$ cat src/rtl/cp0_regfile.sv
`default_nettype none
// ============================================================================
// Module   : cp0_regfile
// Purpose  : MIPS Coprocessor-0 register file. Holds BadVAddr, Count, Compare,
//            Status, Cause and EPC. Serves mfc0 reads from ID and mtc0 writes
//            from WB, records exceptions, services eret and raises the
//            interrupt request.
// Options  : define CP0_TIMER_INT_EN to enable the Count==Compare timer
//            interrupt (Cause.TI, ORed into Cause.IP[7]).
// Revision : 1.0 - initial release
// ============================================================================
module cp0_regfile #(
    parameter logic [31:0] EXC_VECTOR     = 32'hBFC0_0380,
    parameter logic [31:0] STATUS_RST     = 32'h0000_0000,
    parameter int          COUNT_DIV_LOG2 = 1
) (
    input  logic        clk,
    input  logic        rst,
    input  logic [4:0]  read_addr,
    output logic [31:0] cp_read_data,
    input  logic        write_en,
    input  logic [4:0]  write_addr,
    input  logic [31:0] write_data,
    input  logic        exc_valid,
    input  logic [4:0]  exc_code,
    input  logic [31:0] exc_pc,
    input  logic        exc_delayslot,
    input  logic [31:0] exc_badvaddr,
    input  logic        eret,
    input  logic [5:0]  int_hw,
    output logic        int_pending,
    output logic [31:0] exc_target,
    output logic [31:0] status_o,
    output logic [31:0] cause_o,
    output logic [31:0] epc_o
);

    localparam logic [4:0]  ADDR_BADVADDR = 5'd8;
    localparam logic [4:0]  ADDR_COUNT    = 5'd9;
    localparam logic [4:0]  ADDR_COMPARE  = 5'd11;
    localparam logic [4:0]  ADDR_STATUS   = 5'd12;
    localparam logic [4:0]  ADDR_CAUSE    = 5'd13;
    localparam logic [4:0]  ADDR_EPC      = 5'd14;
    localparam logic [31:0] STATUS_MASK   = 32'h0000_FF03;

    // Architectural state
    logic [31:0] badvaddr;
    logic [31:0] count;
    logic [31:0] compare;
    logic [31:0] epc;
    logic [7:0]  status_im;
    logic        status_exl;
    logic        status_ie;
    logic        cause_bd;
    logic [5:0]  cause_ip_hw;
    logic [1:0]  cause_ip_sw;
    logic [4:0]  cause_exc;
    logic        timer_int;

    // Derived values
    logic        wr_count;
    logic        wr_compare;
    logic        wr_status;
    logic        wr_cause;
    logic        wr_epc;
    logic        tick;
    logic        count_upd;
    logic [31:0] count_next;
    logic [7:0]  cause_ip;
    logic [31:0] status_val;
    logic [31:0] cause_val;
    logic        bypass;

    assign wr_count   = write_en && (write_addr == ADDR_COUNT);
    assign wr_compare = write_en && (write_addr == ADDR_COMPARE);
    assign wr_status  = write_en && (write_addr == ADDR_STATUS);
    assign wr_cause   = write_en && (write_addr == ADDR_CAUSE);
    assign wr_epc     = write_en && (write_addr == ADDR_EPC);

    assign cause_ip   = {cause_ip_hw[5] | timer_int, cause_ip_hw[4:0], cause_ip_sw};
    assign status_val = {16'h0000, status_im, 6'b000000, status_exl, status_ie};
    assign cause_val  = {cause_bd, timer_int, 14'h0000, cause_ip, 1'b0, cause_exc, 2'b00};

    // Count prescaler: Count advances when the divider wraps back to zero
    generate
        if (COUNT_DIV_LOG2 > 0) begin : g_prescaler
            logic [COUNT_DIV_LOG2-1:0] prescaler;
            // Free-running divider; an mtc0 to Count restarts a full period
            always_ff @(posedge clk or posedge rst) begin
                if (rst)
                    prescaler <= '0;
                else if (wr_count)
                    prescaler <= '0;
                else
                    prescaler <= prescaler + COUNT_DIV_LOG2'(1);
            end
            assign tick = &prescaler;
        end else begin : g_no_prescaler
            assign tick = 1'b1;
        end
    endgenerate

    // Next Count value: an mtc0 overrides the tick for that cycle
    always_comb begin
        count_next = count;
        if (wr_count)
            count_next = write_data;
        else if (tick)
            count_next = count + 32'd1;
    end

    assign count_upd = wr_count | tick;

    // Count and Compare registers
    always_ff @(posedge clk or posedge rst) begin
        if (rst) begin
            count   <= 32'h0;
            compare <= 32'h0;
        end else begin
            count <= count_next;
            if (wr_compare)
                compare <= write_data;
        end
    end

`ifdef CP0_TIMER_INT_EN
    // Timer interrupt: set when updated Count equals Compare, cleared only by writing Compare
    always_ff @(posedge clk or posedge rst) begin
        if (rst)
            timer_int <= 1'b0;
        else if (wr_compare)
            timer_int <= 1'b0;
        else if (count_upd && (count_next == compare))
            timer_int <= 1'b1;
    end
`else
    assign timer_int = 1'b0;
`endif

    // Status: mtc0 fields first, then eret/exception override EXL only
    always_ff @(posedge clk or posedge rst) begin
        if (rst) begin
            status_im  <= STATUS_RST[15:8];
            status_exl <= STATUS_RST[1];
            status_ie  <= STATUS_RST[0];
        end else begin
            if (wr_status) begin
                status_im  <= write_data[15:8];
                status_exl <= write_data[1];
                status_ie  <= write_data[0];
            end
            if (exc_valid)
                status_exl <= 1'b1;
            else if (eret)
                status_exl <= 1'b0;
        end
    end

    // Cause: hardware IP sampled every cycle, software IP by mtc0, BD/ExcCode by exceptions
    always_ff @(posedge clk or posedge rst) begin
        if (rst) begin
            cause_bd    <= 1'b0;
            cause_ip_hw <= 6'h00;
            cause_ip_sw <= 2'b00;
            cause_exc   <= 5'h00;
        end else begin
            cause_ip_hw <= int_hw;
            if (wr_cause)
                cause_ip_sw <= write_data[9:8];
            if (exc_valid) begin
                cause_exc <= exc_code;
                if (!status_exl)
                    cause_bd <= exc_delayslot;
            end
        end
    end

    // EPC: nested exceptions (EXL already set) keep the original return address
    always_ff @(posedge clk or posedge rst) begin
        if (rst) begin
            epc <= 32'h0;
        end else begin
            if (wr_epc)
                epc <= write_data;
            if (exc_valid && !status_exl)
                epc <= exc_delayslot ? (exc_pc - 32'd4) : exc_pc;
        end
    end

    // BadVAddr: captured only for address-error exceptions (codes 4 and 5)
    always_ff @(posedge clk or posedge rst) begin
        if (rst)
            badvaddr <= 32'h0;
        else if (exc_valid && ((exc_code == 5'd4) || (exc_code == 5'd5)))
            badvaddr <= exc_badvaddr;
    end

    // mfc0 read mux with same-cycle mtc0 bypass through the writable-bit masks
    always_comb begin
        bypass       = write_en && (write_addr == read_addr);
        cp_read_data = 32'h0;
        case (read_addr)
            ADDR_BADVADDR: cp_read_data = badvaddr;
            ADDR_COUNT:    cp_read_data = bypass ? write_data : count;
            ADDR_COMPARE:  cp_read_data = bypass ? write_data : compare;
            ADDR_STATUS:   cp_read_data = bypass ? (write_data & STATUS_MASK) : status_val;
            ADDR_CAUSE:    cp_read_data = bypass ? {cause_val[31:10], write_data[9:8], cause_val[7:0]}
                                                 : cause_val;
            ADDR_EPC:      cp_read_data = bypass ? write_data : epc;
            default:       cp_read_data = 32'h0;
        endcase
    end

    assign int_pending = status_ie & ~status_exl & (|(cause_ip & status_im));
    assign exc_target  = eret ? epc : EXC_VECTOR;
    assign status_o    = status_val;
    assign cause_o     = cause_val;
    assign epc_o       = epc;

endmodule
`default_nettype wire
$ cat config.mk
export PLATFORM = sky130hd
export DESIGN_NAME = cp0_regfile
export DESIGN_NICKNAME = d
export VERILOG_FILES = /design/src/rtl/cp0_regfile.sv
export SDC_FILE = /design/constraint.sdc
export NUM_CORES = 1
export LEC_CHECK = 0
export ABC_AREA = 1
export ABC_CLOCK_PERIOD_IN_PS = 6050
export CAP_MARGIN = 0
export CORE_MARGIN = 4
export CORE_UTILIZATION = 35
export CTS_CLUSTER_DIAMETER = 120
export DETAILED_ROUTE_END_ITERATION = 12
export GPL_ROUTABILITY_DRIVEN = 1
export PLACE_DENSITY = 0.69
export SLEW_MARGIN = 20
export SYNTH_ARGS = -nofsm -noshare
export SYNTH_HDL_FRONTEND = slang
export SYNTH_SLANG_ARGS = --single-unit
$ cat constraint.sdc
create_clock -name clk -period 6.05 [get_ports clk]
set_clock_uncertainty 0.2 [all_clocks]
set_input_delay 1.5125 -clock clk [delete_from_list [all_inputs] [get_ports clk]]
set_output_delay 1.5125 -clock clk [all_outputs]
set_load 0.05 [all_outputs]
Word-level counts from Yosys, hierarchy flattened
Cells that the tools add are included.
- logic and storage cells: 64
- register bits after elaboration: 153
- input bits: 123
- output and inout bits: 161
- bitwise operators: 4
- reductions and logical operators: 15
- multiplexer cells: 16
- add/subtract/negate cells: 3
- equal/unequal tests: 14
- operator list (kind ; count):
    $mux 32 ; 9
    $pmux 32 s6 ; 1
    $eq 5x4->1 const B ; 11
    $add 32x1->32 const B ; 1
    $sub 32x3->32 const B ; 1
    $mux 16 ; 1
    $eq 5x3->1 const B ; 2
    $mux 10 ; 1
    $and 8x8->8 ; 1
    $logic_and 1x1->1 ; 8
    $reduce_or 8->1 ; 1
    $eq 5x5->1 ; 1
    $mux 1 ; 4
    $reduce_bool 2->1 ; 2
    $reduce_bool 3->1 ; 1
    $and 1x1->1 ; 2
    $reduce_and 2->1 ; 1
    $add 1x1->1 const B ; 1
    $logic_not 1->1 ; 1
    $logic_or 1x1->1 ; 1
    $not 1->1 ; 1

Logic depth before layout (Yosys ltp)
Gate-level depths: netlist of run 1.
- depth in word-level cells: 5
- gate-level depth with buffers: 13
- mapped depth without buffers: 13

Worst setup path before layout of run 1
Ideal clock, no wire load.
- kind: input port to output port
- from: input read_addr[0]
- to: output cp_read_data[8]
- data arrival time: 3.195 ns
- data required time: 4.337 ns
- path buffers: 1
- setup slack: 1.142 ns
- stages: 6
- path through: buf_2 -> nor2_2 -> nand2_1 -> nand4_1 -> o21ai_0 -> o211ai_1
- cells in the longest elaborated chain, start to end: 4
- elaborated cells on any way between the ends: 14
- classes of those cells: eq/ne: 7; mux: 6; reduce/logical: 1
- ends and longest elaborated chain (element ; line ; text):
    start: declaration ; 19 ; input logic [4:0] read_addr,
    $eq 5x5->1 ; 200 ; bypass = write_en && (write_addr == read_addr);
    $logic_and 1x1->1 ; 200 ;
    $mux 32, or another cell as far along ; 209 ; ADDR_EPC: cp_read_data = bypass ? write_data : epc;
    $pmux 32 s6 * ; 202 ; case (read_addr)
    end: declaration ; 20 ; output logic [31:0] cp_read_data,
Mark *: on every way between the ends. The rest lies on a longest branch, timed or not.

Worst setup path in the final report of run 1
- from: input read_addr[3]
- to: output cp_read_data[9]
The elaborated chain is that of the path after synthesis.

==> results of run 1 <==
==> cell usage in the layout, fill, tap and decap left out, types with 8 or more instances in the layout <==
master and count:
o22ai_1 24, o221ai_1 12, buf_4 42, buf_12 15
clkbuf_16 17, dfrtp_1 153, o211ai_1 8, nand3_1 66
clkdlybuf4s50_1 211, inv_1 217, nor2_1 131, nand4_1 35
nor3_1 18, a21oi_1 63, conb_1 40, o21ai_0 120
nand2_1 547, xor2_1 25, mux2_2 10
==> kinds of logic (layout without fill, tap and decap cells) <==
| family | after synthesis | after routing | synth area share |
|---|---|---|---|
| xor+xnor | 28 | 28 | 0.0237 |
| mux | 10 | 10 | 0.0109 |
| buf+inv | 331 | 523 | 0.139 |
| compound gates | 250 | 250 | 0.135 |
| simple gates | 812 | 812 | 0.318 |
| flops | 153 | 153 | 0.370 |
| other cells | 1 | 40 | 0.000362 |
| fa+ha+maj | 2 | 2 | 0.00242 |
==> critical path: cells and delay by family <==
kind	cells	cell delay [ps]
simple gates	4	1040
compound gates	2	550
buf+inv	2	770
==> worst max path at each step <==
stage	startpoint	end
after floorplan	rst	badvaddr[0]$_DFFE_PP0P_
after global placement	read_addr[2]	cp_read_data[4]
after detailed placement	read_addr[2]	cp_read_data[4]
after CTS	read_addr[2]	cp_read_data[4]
after global routing	read_addr[2]	cp_read_data[9]
final	read_addr[3]	cp_read_data[9]
==> through the flow <==
stage          utilization  hold WS (ps)
5_1_grt              0.474           306
4_1_cts              0.474           290
3_5_place_dp         0.453           274
6_report             0.474           288
2_1_floorplan            -           253
3_3_place_gp         0.453           267
==> metal layers <==
metal,routed length (um),up-vias
met1,16700,5203
met3,3080,80
met5,0,-
met4,1560,0
met2,18700,504
li1,-,5371
==> flip-flops by register name, summed over array words and instances, names as in the netlist <==
| register | cells |
|---|---|
| badvaddr | 32 |
| cause_bd | 1 |
| cause_exc | 5 |
| cause_ip_hw | 6 |
| cause_ip_sw | 2 |
| compare | 32 |
| count | 32 |
| epc_o | 32 |
| g_prescaler.prescaler | 1 |
| status_exl | 1 |
| status_ie | 1 |
| status_im | 8 |
==> final cells by class <==
type / count / share of cell area
Timing Repair Buffer: 268 / 0.199
Inverter: 224 / 0.0617
Multi-Input combinational cell: 1142 / 0.382
Clock inverter: 13 / 0.0124
Sequential cell: 153 / 0.279
Tap cell: 384 / 0.0350
Clock buffer: 18 / 0.0313
==> power by group through the flow <==
stage | registers [mW] | clock network [mW] | logic (mW)
floorplan | 1.63 | 0 | 0.794
global placement | 1.52 | 0 | 1.45
detailed placement | 1.52 | 0 | 1.46
CTS | 1.50 | 1.13 | 1.47
global route | 1.53 | 1.18 | 1.60
finish | 1.51 | 1.12 | 1.47
==> results by group, run 1 <==
Run status
  • Status: finished clean

Setup path
  • Most used cell, CP: nand2_1
  • Slowest CP cell: clkdlybuf4s50_1
  • FF-to-FF End: count[24]$_DFFE_PP0N_
  • Startpoint Class: primary input
  • FF-to-FF Start: count[0]$_DFFE_PP0N_
  • Crit path required time: roughly 4300 ps
  • Worst path max stage delay: between 500 and 600 ps
  • Reg2Reg Setup Slack: approximately 3600 ps
  • Critical Path AT: approximately 3900 ps
  • R2R depth: 10
  • CP cell instances: clkdlybuf4s50_1, nand2_1, nor2_2, nand2_1, nand4_1, o21ai_0, o211ai_1, buf_12
  • Crit path max fanout: 13
  • WS Path Type: in -> out
  • Critical Path Sink Type: output pin

Route
  • First-pass iteration count of the detailed router: 7
  • Post-DRT Antenna Nets: 0
  • Wirelength per Cell: ~18 um
  • Via density: between 5 and 6
  • # DRC: 0
  • Post-Route WL: around 40 mm
  • Routed via count: 11200
  • Initial DRC count: between 900 and 1000

Synth
  • Synth unique cells: 38
  • Top_reg_cell synth: dfrtp_1
  • Synth area leaders: dfrtp_1 (37%), nand2_1 (20%), inv_1 (7.9%)
  • Register area share after synthesis: 0.370
  • Yosys warns: 0
  • Post-Syn Instances: approximately 1600
  • Share of the synthesized area in the top cell type: 0.370
  • Post-synth top area cell: dfrtp_1
  • #FFs+latches synth: around 150
  • Avg Inst Size Synth: approximately 6.5 um2
  • Synth cell count leaders: nand2_1 (548), inv_1 (218), dfrtp_1 (153), nor2_1 (132), o21ai_0 (120)
  • Most frequent cell after synthesis: nand2_1
  • Mapped Area: a little over 0.01 mm2
  • Post-synth EDFFs: 0
  • Post-synth ARST share: 1.00

Timing
  • Slew Viols, Final: 0
  • Period utilization: 0.924
  • FMAX: 179 MHz
  • Final Setup Violations: 0
  • Unrepaired setup endpoints after global routing: no
  • Slew HR: 0.304
  • Min Tclk post-route: 5590 ps
  • Setup_tns: 0 ps
  • Tightest Pin Transition: 1040 ps
  • Final hold vios: 0
  • Final setup margin: ~460 ps

Pwr
  • Psw: around 1.7 mW
  • Sequential power share: 0.368
  • Cell Pwr Density: 299 mW/mm2
  • Leak: between 6 and 7 nW
  • Clock power share: 0.274
  • Overall power: 4.10 mW
  • Switching portion of total power: 0.412
  • Logic pwr share: 0.359
  • Power Internal: roughly 2.4 mW
  • Maximum vdd drop: about 0.16 mV

Global route
  • Vias in the first global route: between 10000 and 15000
  • All-layer global routing usage: 0.243
  • First-pass GRT wire length: ~63 mm
  • Met1 GRT Util: 0.318
  • GR peak layer: met2
  • Largest net degree at the start of global routing: 91
  • Total grt overflow: 0
  • Met2 Track Usage GR: 0.397
  • Initial antenna violation count: 0
  • Routing usage on met3: 0.0495

Die
  • IO Pins: around 280
  • Rows: 62
  • Die X: around 180 um
  • DIE AREA: roughly 0.032 mm2
  • CORE AREA: just under 0.03 mm2
  • Die height: around 180 um
  • Starting Density: 0.358

Placed design
  • Port bufs: 243
  • Placed Cells: 2171
  • Area post-placement: 0.0131 mm2
  • Final HPWL DP: between 30 and 40 mm
  • Pre-CTS setup slack: about 530 ps
  • RD Place Congestion: 0.970

Finish
  • Syn-to-layout area delta: 32.6%
  • Fin cells: 2202
  • Share of cells above drive strength 1: 0.0627
  • Filler cells: between 2000 and 3000
  • Multi-input logic area: between 0.005 and 0.006 mm2
  • Final Instance Area: between 0.01 and 0.015 mm2
  • Fin nets: a little under 2000
  • # diodes: 0
  • Reg area: approximately 0.0038 mm2

Job
  • Max cap viols: 0

Clocking
  • Clock buffer depth: 2
  • # resized after CTS: 0
  • Clock transition at the registers of the reported paths: ~60 ps
  • Worst-Skew Late Latency: roughly 430 ps
  • H-Tree Depth: 4
  • Clock Tree Root: clkbuf_16
  • Post-CTS setup buffer count: 0
  • Sinks on the clock net: ~150
  • Num CTS Buffers: 17
  • CTS tree: done
  • Hold_buf cts: 0

Min path
  • Worst min path class: reg -> reg
  • Min-delay src: compare[25]$_DFFE_PP0P_
  • Hold Crit Endpoint: compare[25]$_DFFE_PP0P_
  • Hold Path Cell Cnt: 2
Power figures use the tool's default switching activity.
==> run 2: changes to the inputs <==
- PLACE_DENSITY: 0.69 -> default
==> run 2 against run 1 <==
Compared with the run above: setup slack gained 67 ps; critical path type unchanged; flip-flop and latch count is the same; non-clock buffer count shrank 2; sequential power is essentially flat; cell count is essentially flat.
==> results by group, run 2 (same netlist as run 1, synthesis figures left out) <==
Run status
  • Status: finished clean

Pwr
  • Logic pwr share: 0.366 (+0.007)
  • Psw: 1.71 mW (+1.5%)
  • Maximum vdd drop: 0.149 mV (-9.3%)
  • Switching portion of total power: 0.425 (+0.0133)
  • Sequential power share: 0.372 (+0.004)
  • Leak: 6.85 nW (-0.12%)
  • Power Internal: 2.32 mW (-3.9%)
  • Cell Pwr Density: 295 mW/mm2 (-1.3%)
  • Clock power share: 0.262 (-0.012)
  • Overall power: 4.03 mW (-1.7%)

Route
  • Wirelength per Cell: 18.8 um (+3.5%)
  • Routed via count: 11100 (-0.66%)
  • Via density: 5.04 (-0.62%)
  • First-pass iteration count of the detailed router: 5 (-2)
  • # DRC: 0 (unchanged)
  • Post-DRT Antenna Nets: 0 (unchanged)
  • Post-Route WL: 41.4 mm (+3.4%)
  • Initial DRC count: 979 (+2.8%)

Timing
  • Final hold vios: 0 (unchanged)
  • Slew Viols, Final: 0 (unchanged)
  • Slew HR: 0.469 (+0.165)
  • Final Setup Violations: 0 (unchanged)
  • Min Tclk post-route: 5520 ps (-67.0 ps)
  • Tightest Pin Transition: 796 ps (-244 ps)
  • Unrepaired setup endpoints after global routing: no
  • Setup_tns: 0 ps (unchanged)
  • Period utilization: 0.913 (-0.0111)
  • Final setup margin: 526 ps (+67.0 ps)
  • FMAX: 181 MHz (+1.2%)

Die
  • Rows: 62 (unchanged)
  • Die height: 180 um (unchanged)
  • CORE AREA: 0.0289 mm2 (unchanged)
  • IO Pins: 284 (unchanged)
  • Die X: 180 um (unchanged)
  • DIE AREA: 0.0324 mm2 (unchanged)
  • Starting Density: 0.358 (unchanged)

Clocking
  • Worst-Skew Late Latency: 440 ps (about the same)
  • Clock transition at the registers of the reported paths: 70 ps (about the same)
  • # resized after CTS: 0 (unchanged)
  • Sinks on the clock net: 153 (unchanged)
  • Clock Tree Root: clkbuf_16
  • Post-CTS setup buffer count: 0 (unchanged)
  • Clock buffer depth: 2 (unchanged)
  • CTS tree: done
  • Hold_buf cts: 0 (unchanged)
  • Num CTS Buffers: 17 (unchanged)
  • H-Tree Depth: 4 (unchanged)

Global route
  • First-pass GRT wire length: 64.3 mm (+2.1%)
  • Vias in the first global route: 10800 (-2.6%)
  • Largest net degree at the start of global routing: 108 (+19%)
  • Total grt overflow: 0 (unchanged)
  • All-layer global routing usage: 0.250 (+0.00718)
  • Initial antenna violation count: 0 (unchanged)

Finish
  • # diodes: 0 (unchanged)
  • Share of cells above drive strength 1: 0.0627 (about the same)
  • Final Util: 0.472 (-0.00195)
  • Multi-input logic area: 0.00524 mm2 (about the same)
  • Syn-to-layout area delta: 32.0%
  • Fin nets: 1929 (-0.10%)
  • Most common cell after layout, fill and taps aside: nand2_1
  • Reg area: 0.00383 mm2 (unchanged)
  • Commonest non-fill, non-tap cells in the layout: nand2_1 (547), inv_1 (217), clkdlybuf4s50_1 (211), dfrtp_1 (153), nor2_1 (131)
  • Filler cells: 2953 (-1.0%)

Placed design
  • Pre-CTS setup slack: 593 ps (+60.8 ps)
  • RD Place Congestion: 0.931 (-4.0%)
  • Final HPWL DP: 31.3 mm (+1.9%)
  • Port bufs: 243 (unchanged)

Setup path
  • Crit path required time: 4340 ps (about the same)
  • WS Path Type: in -> out
  • Critical Path AT: 3810 ps (-70 ps)
  • Critical Path Sink Type: output pin
  • Crit path max fanout: 71 (+58)
  • Startpoint Class: primary input

Job
  • Max cap viols: 0 (unchanged)

Min path
  • Worst min path class: reg -> reg
==> run 2: changes by cell type in the layout (fill, tap and decap cells not counted), sizes merged <==
cell | before | now
buf | 57 | 55
bufinv | 3 | 0
clkbuf | 18 | 19
clkinv | 7 | 8
clkinvlp | 3 | 1
inv | 224 | 228
==> run 2: worst paths after layout <==
path / startpoint / to / slack [ps] / depth (start not counted)
max: write_addr[2] / cp_read_data[31] / 530 / 12
min: compare[30]$_DFFE_PP0P_ / compare[30]$_DFFE_PP0P_ / 290 / 2
max reg2reg: count[0]$_DFFE_PP0N_ / count[26]$_DFFE_PP0N_ / 3690 / 12
min reg2reg: compare[30]$_DFFE_PP0P_ / compare[30]$_DFFE_PP0P_ / 290 / 2
max in group asynchronous: rst / epc_o[23]$_DFFE_PP0P_ / 3350 / 3
min in group asynchronous: rst / badvaddr[27]$_DFFE_PP0P_ / 1400 / 2
==> run 2: power groups by stage <==
stage	sequential [mW]	clock [mW]	combinational, mW
after floorplan	1.63	0	0.794
after global placement	1.51	0	1.46
after detailed placement	1.52	0	1.47
after CTS	1.50	1.07	1.48
after global routing	1.53	1.11	1.60
final	1.50	1.06	1.47
==> run 2: through the flow <==
stage | instances | cell area, um2 | hold WS, ps
6_report | 2201 | 13700 | 285
5_1_grt | 2201 | 13700 | 301
4_1_cts | 2201 | 13700 | 290
3_5_place_dp | 2169 | 13100 | 273
3_3_place_gp | 2169 | 13100 | 267
2_1_floorplan | 1626 | 10500 | 253
==> run 2: layout make-up <==
class / count / share of cell area
multi-input combinational: 1142 / 0.384
sequential: 153 / 0.280
timing repair buffer: 266 / 0.198
inverter: 224 / 0.0621
tap: 384 / 0.0352
clock buffer: 19 / 0.0332
clock inverter: 13 / 0.00806
==> run 2: critical path: stages <==
cell	delay [ps]
clkdlybuf4s50_1	490
inv_1	80
a22oi_1	390
nand3_2	320
buf_12	290
nand2_1	150
nand2_1	60
nand2_1	50
nand2_1	50
inv_1	40
nand2_1	110
buf_4	220
==> run 2: metal layers <==
layer	global-route usage	vias to the layer above	wire length (um)
met3	0.0449	68	2670
met5	0	-	0
met2	0.410	465	19100
li1	-	5377	-
met1	0.333	5174	18000
met4	0.0890	0	1520
==> variant 1: new RTL, config.mk and constraints of run 2 <==
Change the parameter `COUNT_DIV_LOG2` from 1 to 2.
--- a/src/rtl/cp0_regfile.sv
+++ b/src/rtl/cp0_regfile.sv
@@ -12,7 +12,7 @@
 module cp0_regfile #(
     parameter logic [31:0] EXC_VECTOR     = 32'hBFC0_0380,
     parameter logic [31:0] STATUS_RST     = 32'h0000_0000,
-    parameter int          COUNT_DIV_LOG2 = 1
+    parameter int          COUNT_DIV_LOG2 = 2
 ) (
     input  logic        clk,
     input  logic        rst,
Behaviour: not the same (Yosys sat finds a counterexample within 4 cycles, from zero or initial values and one cycle with rst high).
==> variant 1 against run 2 <==
- design area is 0.43% higher
- fmax rose by 1.9%
- sequential cell count rose by 1
- routed wire length fell by 6.4%
- setup slack improved by 100 ps
- non-clock buffer count shrank 7
- synthesized area fell by 1.8%
- total power increased by 3.5%
- global-route usage is 1.0 points lower
- worst hold slack improved by 0.83 ps
- via count fell by 5.5%
- count of clock-buffer cells in the layout down 1
- first-iteration DRC count up 5.7%
- final cell count shrank 6.7%
- critical path type unchanged
- largest cell class unchanged
- highest routed layer is now met5
==> variant 1: results (changes against run 2) <==
Outcome = finished, final reports clean
Synth area leaders = dfrtp_1 (38%), nand2_1 (16%), inv_1 (7.1%), o21ai_0 (6.5%), nand3_1 (4.1%)
Crit path arrival time = 3710 ps (-100 ps)
Routed wire length = 38,700 um (-6.4%)
DPL Wire Length = 29,800 um (-4.7%)
Synth cell types = 45 (+18%)
Peak supply drop = 0.150 mV (+0.57%)
Max Fanout on Critical Path = 14 (-80%)
Internal power = 2.49 mW (+7.6%)
DP Worst Slack = 634 ps (+41.3 ps)
# fillers = 2,887 (-2.2%)
CP peak stage delay = 450 ps (-40 ps)
Worst-path clk slew = 60 ps
Initial antenna violation count = 1 (+1)
Nets = 1,783 (-7.6%)
Post-synthesis sequential area ratio = 37.9% (+0.91 points)
First-pass GRT wire length = 58,600 um (-8.9%)
Leak = 6.36 nW (-7.1%)
Worst Reg-to-Reg Cells = 7 (-5)
Top cell types by occurrence after synthesis = nand2_1 (426), inv_1 (191), dfrtp_1 (154)
Syn avg cell area = 7.06 um^2 (+8.4%)
GP Congestion = 0.922 (-1.0%)
Vias = 10,479 (-5.5%)
Vias in the first global route = 9,764 (-9.6%)
Rel. slew slack = 38.4% (-8.5 points)
Initial DRC count = 1,035 (+5.7%)
Share of layout cells above drive strength 1 = 9.53% (+3.3 points)
[variant 1: cell types whose count changed in the layout (fill, tap and decap cells not counted), moves of 22 or more]
cell | run 2 | this run
inv_1 | 217 | 190
a21oi_1 | 63 | 32
nand2_1 | 547 | 426
nor2_1 | 131 | 91
buf_4 | 41 | 15
nand4_1 | 35 | 13
[variant 1: final cells by class]
type	count	area [um^2]	area share, %
Inverter	201	759	5.54
Tap cell	384	480	3.50
Sequential cell	154	3850	28.1
Multi-Input combinational cell	1024	5110	37.2
Clock buffer	18	439	3.20
Clock inverter	13	193	1.40
Timing Repair Buffer	259	2890	21.0
[variant 1: cell families after synthesis]
| group | Yosys count | synth area share, % |
|---|---|---|
| flops | 154 | 37.9 |
| buf+inv | 300 | 13.3 |
| compound gates | 252 | 14.4 |
| fa+ha+maj | 3 | 0.369 |
| mux | 24 | 2.66 |
| simple gates | 677 | 28.9 |
| other cells | 1 | 0.0369 |
| xor+xnor | 28 | 2.41 |
[variant 1: routing by layer]
metal | track usage [%] | part of all wire, % | vias up
met5 | 0 | 0.034 | -
met4 | 5.21 | 1.8 | 2
met3 | 4.71 | 8.9 | 54
met2 | 37.5 | 45 | 466
met1 | 34.5 | 44 | 4967
li1 | - | - | 4990
[variant 1: worst paths after layout]
| check | endpoint | from | slack, ps |
|---|---|---|---|
| setup / recovery | cp_read_data[0] | read_addr[4] | 630 |
| hold / removal | compare[23] | compare[23] | 290 |
| setup reg to reg | epc_o[4] | status_exl | 3520 |
| hold reg to reg | compare[23] | compare[23] | 290 |
| max in group asynchronous | compare[23] | rst | 3290 |
| min in group asynchronous | badvaddr[8] | rst | 1440 |
[variant 1: worst reg2reg max path, stage by stage, from the launching register on]
cell	delay, ps
dfrtp_1	420
nor2_2	110
buf_4	310
inv_1	500
nand2_4	410
inv_2	220
nand2_1	100
o311ai_0	110
[variant 1: power groups by stage]
stage | clock network, mW | registers (mW) | logic, mW
final | 1.18 | 1.51 | 1.48
after global routing | 1.24 | 1.54 | 1.59
after CTS | 1.19 | 1.51 | 1.48
after detailed placement | 0 | 1.52 | 1.48
after global placement | 0 | 1.51 | 1.46
after floorplan | 0 | 1.65 | 0.780
==> variant 2: new RTL, flow settings as in run 2 <==
Without the edit above. Register the outputs `int_pending`, `exc_target`, `status_o` and `cause_o`, with the module's reset; this adds one clock of latency there. The other outputs are not delayed to match.
--- a/src/rtl/cp0_regfile.sv
+++ b/src/rtl/cp0_regfile.sv
@@ -211,10 +211,19 @@
         endcase
     end
 
-    assign int_pending = status_ie & ~status_exl & (|(cause_ip & status_im));
-    assign exc_target  = eret ? epc : EXC_VECTOR;
-    assign status_o    = status_val;
-    assign cause_o     = cause_val;
+    always_ff @(posedge clk or posedge rst) begin
+        if (rst) begin
+            int_pending <= '0;
+            exc_target  <= '0;
+            status_o    <= '0;
+            cause_o     <= '0;
+        end else begin
+            int_pending <= status_ie & ~status_exl & (|(cause_ip & status_im));
+            exc_target  <= eret ? epc : EXC_VECTOR;
+            status_o    <= status_val;
+            cause_o     <= cause_val;
+        end
+    end
     assign epc_o       = epc;
 
 endmodule
Formal check against the unedited RTL: not equivalent (Yosys sat finds a counterexample within 4 cycles, from zero or initial values and one cycle with rst high).
==> variant 2 against run 2 <==
- utilization about the same
- design area up 13%
- fmax down 1.1%
- setup slack worse by 59 ps
- worst hold slack worse by 110 ps
- routed wire length up 12%
- synthesized cell count up 2.3%
- total power up 23%
- global-route usage down 0.17 points
- sequential cell count up 57
- critical path depth down 3
- count of clock-buffer cells in the layout up 15
- synthesized area up 13%
- critical path type unchanged
- critical endpoint is now cp_read_data[17]
- largest cell class is now registers
==> variant 2: results (changes against run 2) <==
Max Fanout on Critical Path = 15 (-79%)
Adder-Cell Fraction of Synth Area = 0.213% (-0.029 points)
# fillers = 3,354 (+14%)
Total track usage = 24.8% (-0.17 points)
Met3 GRT Util = 4.93% (+0.44 points)
Post-synthesis sequential area ratio = 44.8% (+7.8 points)
Share of layout cells above drive strength 1 = 6.77% (+0.50 points)
DP Worst Slack = 501 ps (-92.4 ps)
Leak = 7.44 nW (+8.7%)
Outcome = finished, final reports clean
Routed length per instance = 20.0 um (+6.3%)
Routed wl met3 = 3810 um (+43%)
Rel. slew slack = 30.8% (-16 points)
Largest net degree at the start of global routing = 167 (+55%)
Vias in the first global route = 11,256 (+4.3%)
Worst Reg-to-Reg Cells = 8 (-4)
Nets = 1,983 (+2.8%)
P_sw = 1.90 mW (+11%)
Sequential power share = 39.6% (+2.4 points)
Met2 GRT Util = 38.5% (-2.5 points)
First-pass GRT wire length = 69,800 um (+8.5%)
H-tree levels = 1 (-3)
Synth cell types = 45 (+18%)
Synth area leaders = dfrtp_1 (45%), nand2_1 (17%), inv_1 (6.8%), o21ai_0 (6.0%), nor2_1 (3.4%)
GP Congestion = 0.933 (+0.16%)
CP peak stage delay = 590 ps (+100 ps)
Max Buffers Root-to-Sink = 3 (+1)
WL met2 = 20,300 um (+6.3%)
Peak supply drop = 0.194 mV (+30%)
## variant 2: layout make-up
cell class / instances / area share, %
Clock buffer: 34 / 4.86
Clock inverter: 12 / 0.526
Inverter: 221 / 5.39
Multi-Input combinational cell: 1129 / 33.7
Sequential cell: 210 / 34.0
Tap cell: 442 / 3.57
Timing Repair Buffer: 270 / 18.0
## variant 2: path summary, 6_finish.rpt
kind                               from          endpoint  slack, ps
min in group asynchronous           rst         epc_o[13]       1320
max reg2reg                    count[0]         count[20]       3470
max in group asynchronous           rst      badvaddr[29]       3470
max                        read_addr[1]  cp_read_data[17]        470
min                        cause_exc[2]        cause_o[4]        180
min reg2reg                cause_exc[2]        cause_o[4]        180
## variant 2: per-stage QoR
stage | hold WS (ps) | utilization [%] | cell area [um^2] | std cells
global placement | 159 | 44.6 | 14600 | 2272
global route | 184 | 47.2 | 15500 | 2318
detailed placement | 165 | 44.6 | 14600 | 2272
floorplan | 154 | - | 11900 | 1662
CTS | 177 | 47.2 | 15500 | 2318
finish | 179 | 47.2 | 15500 | 2318
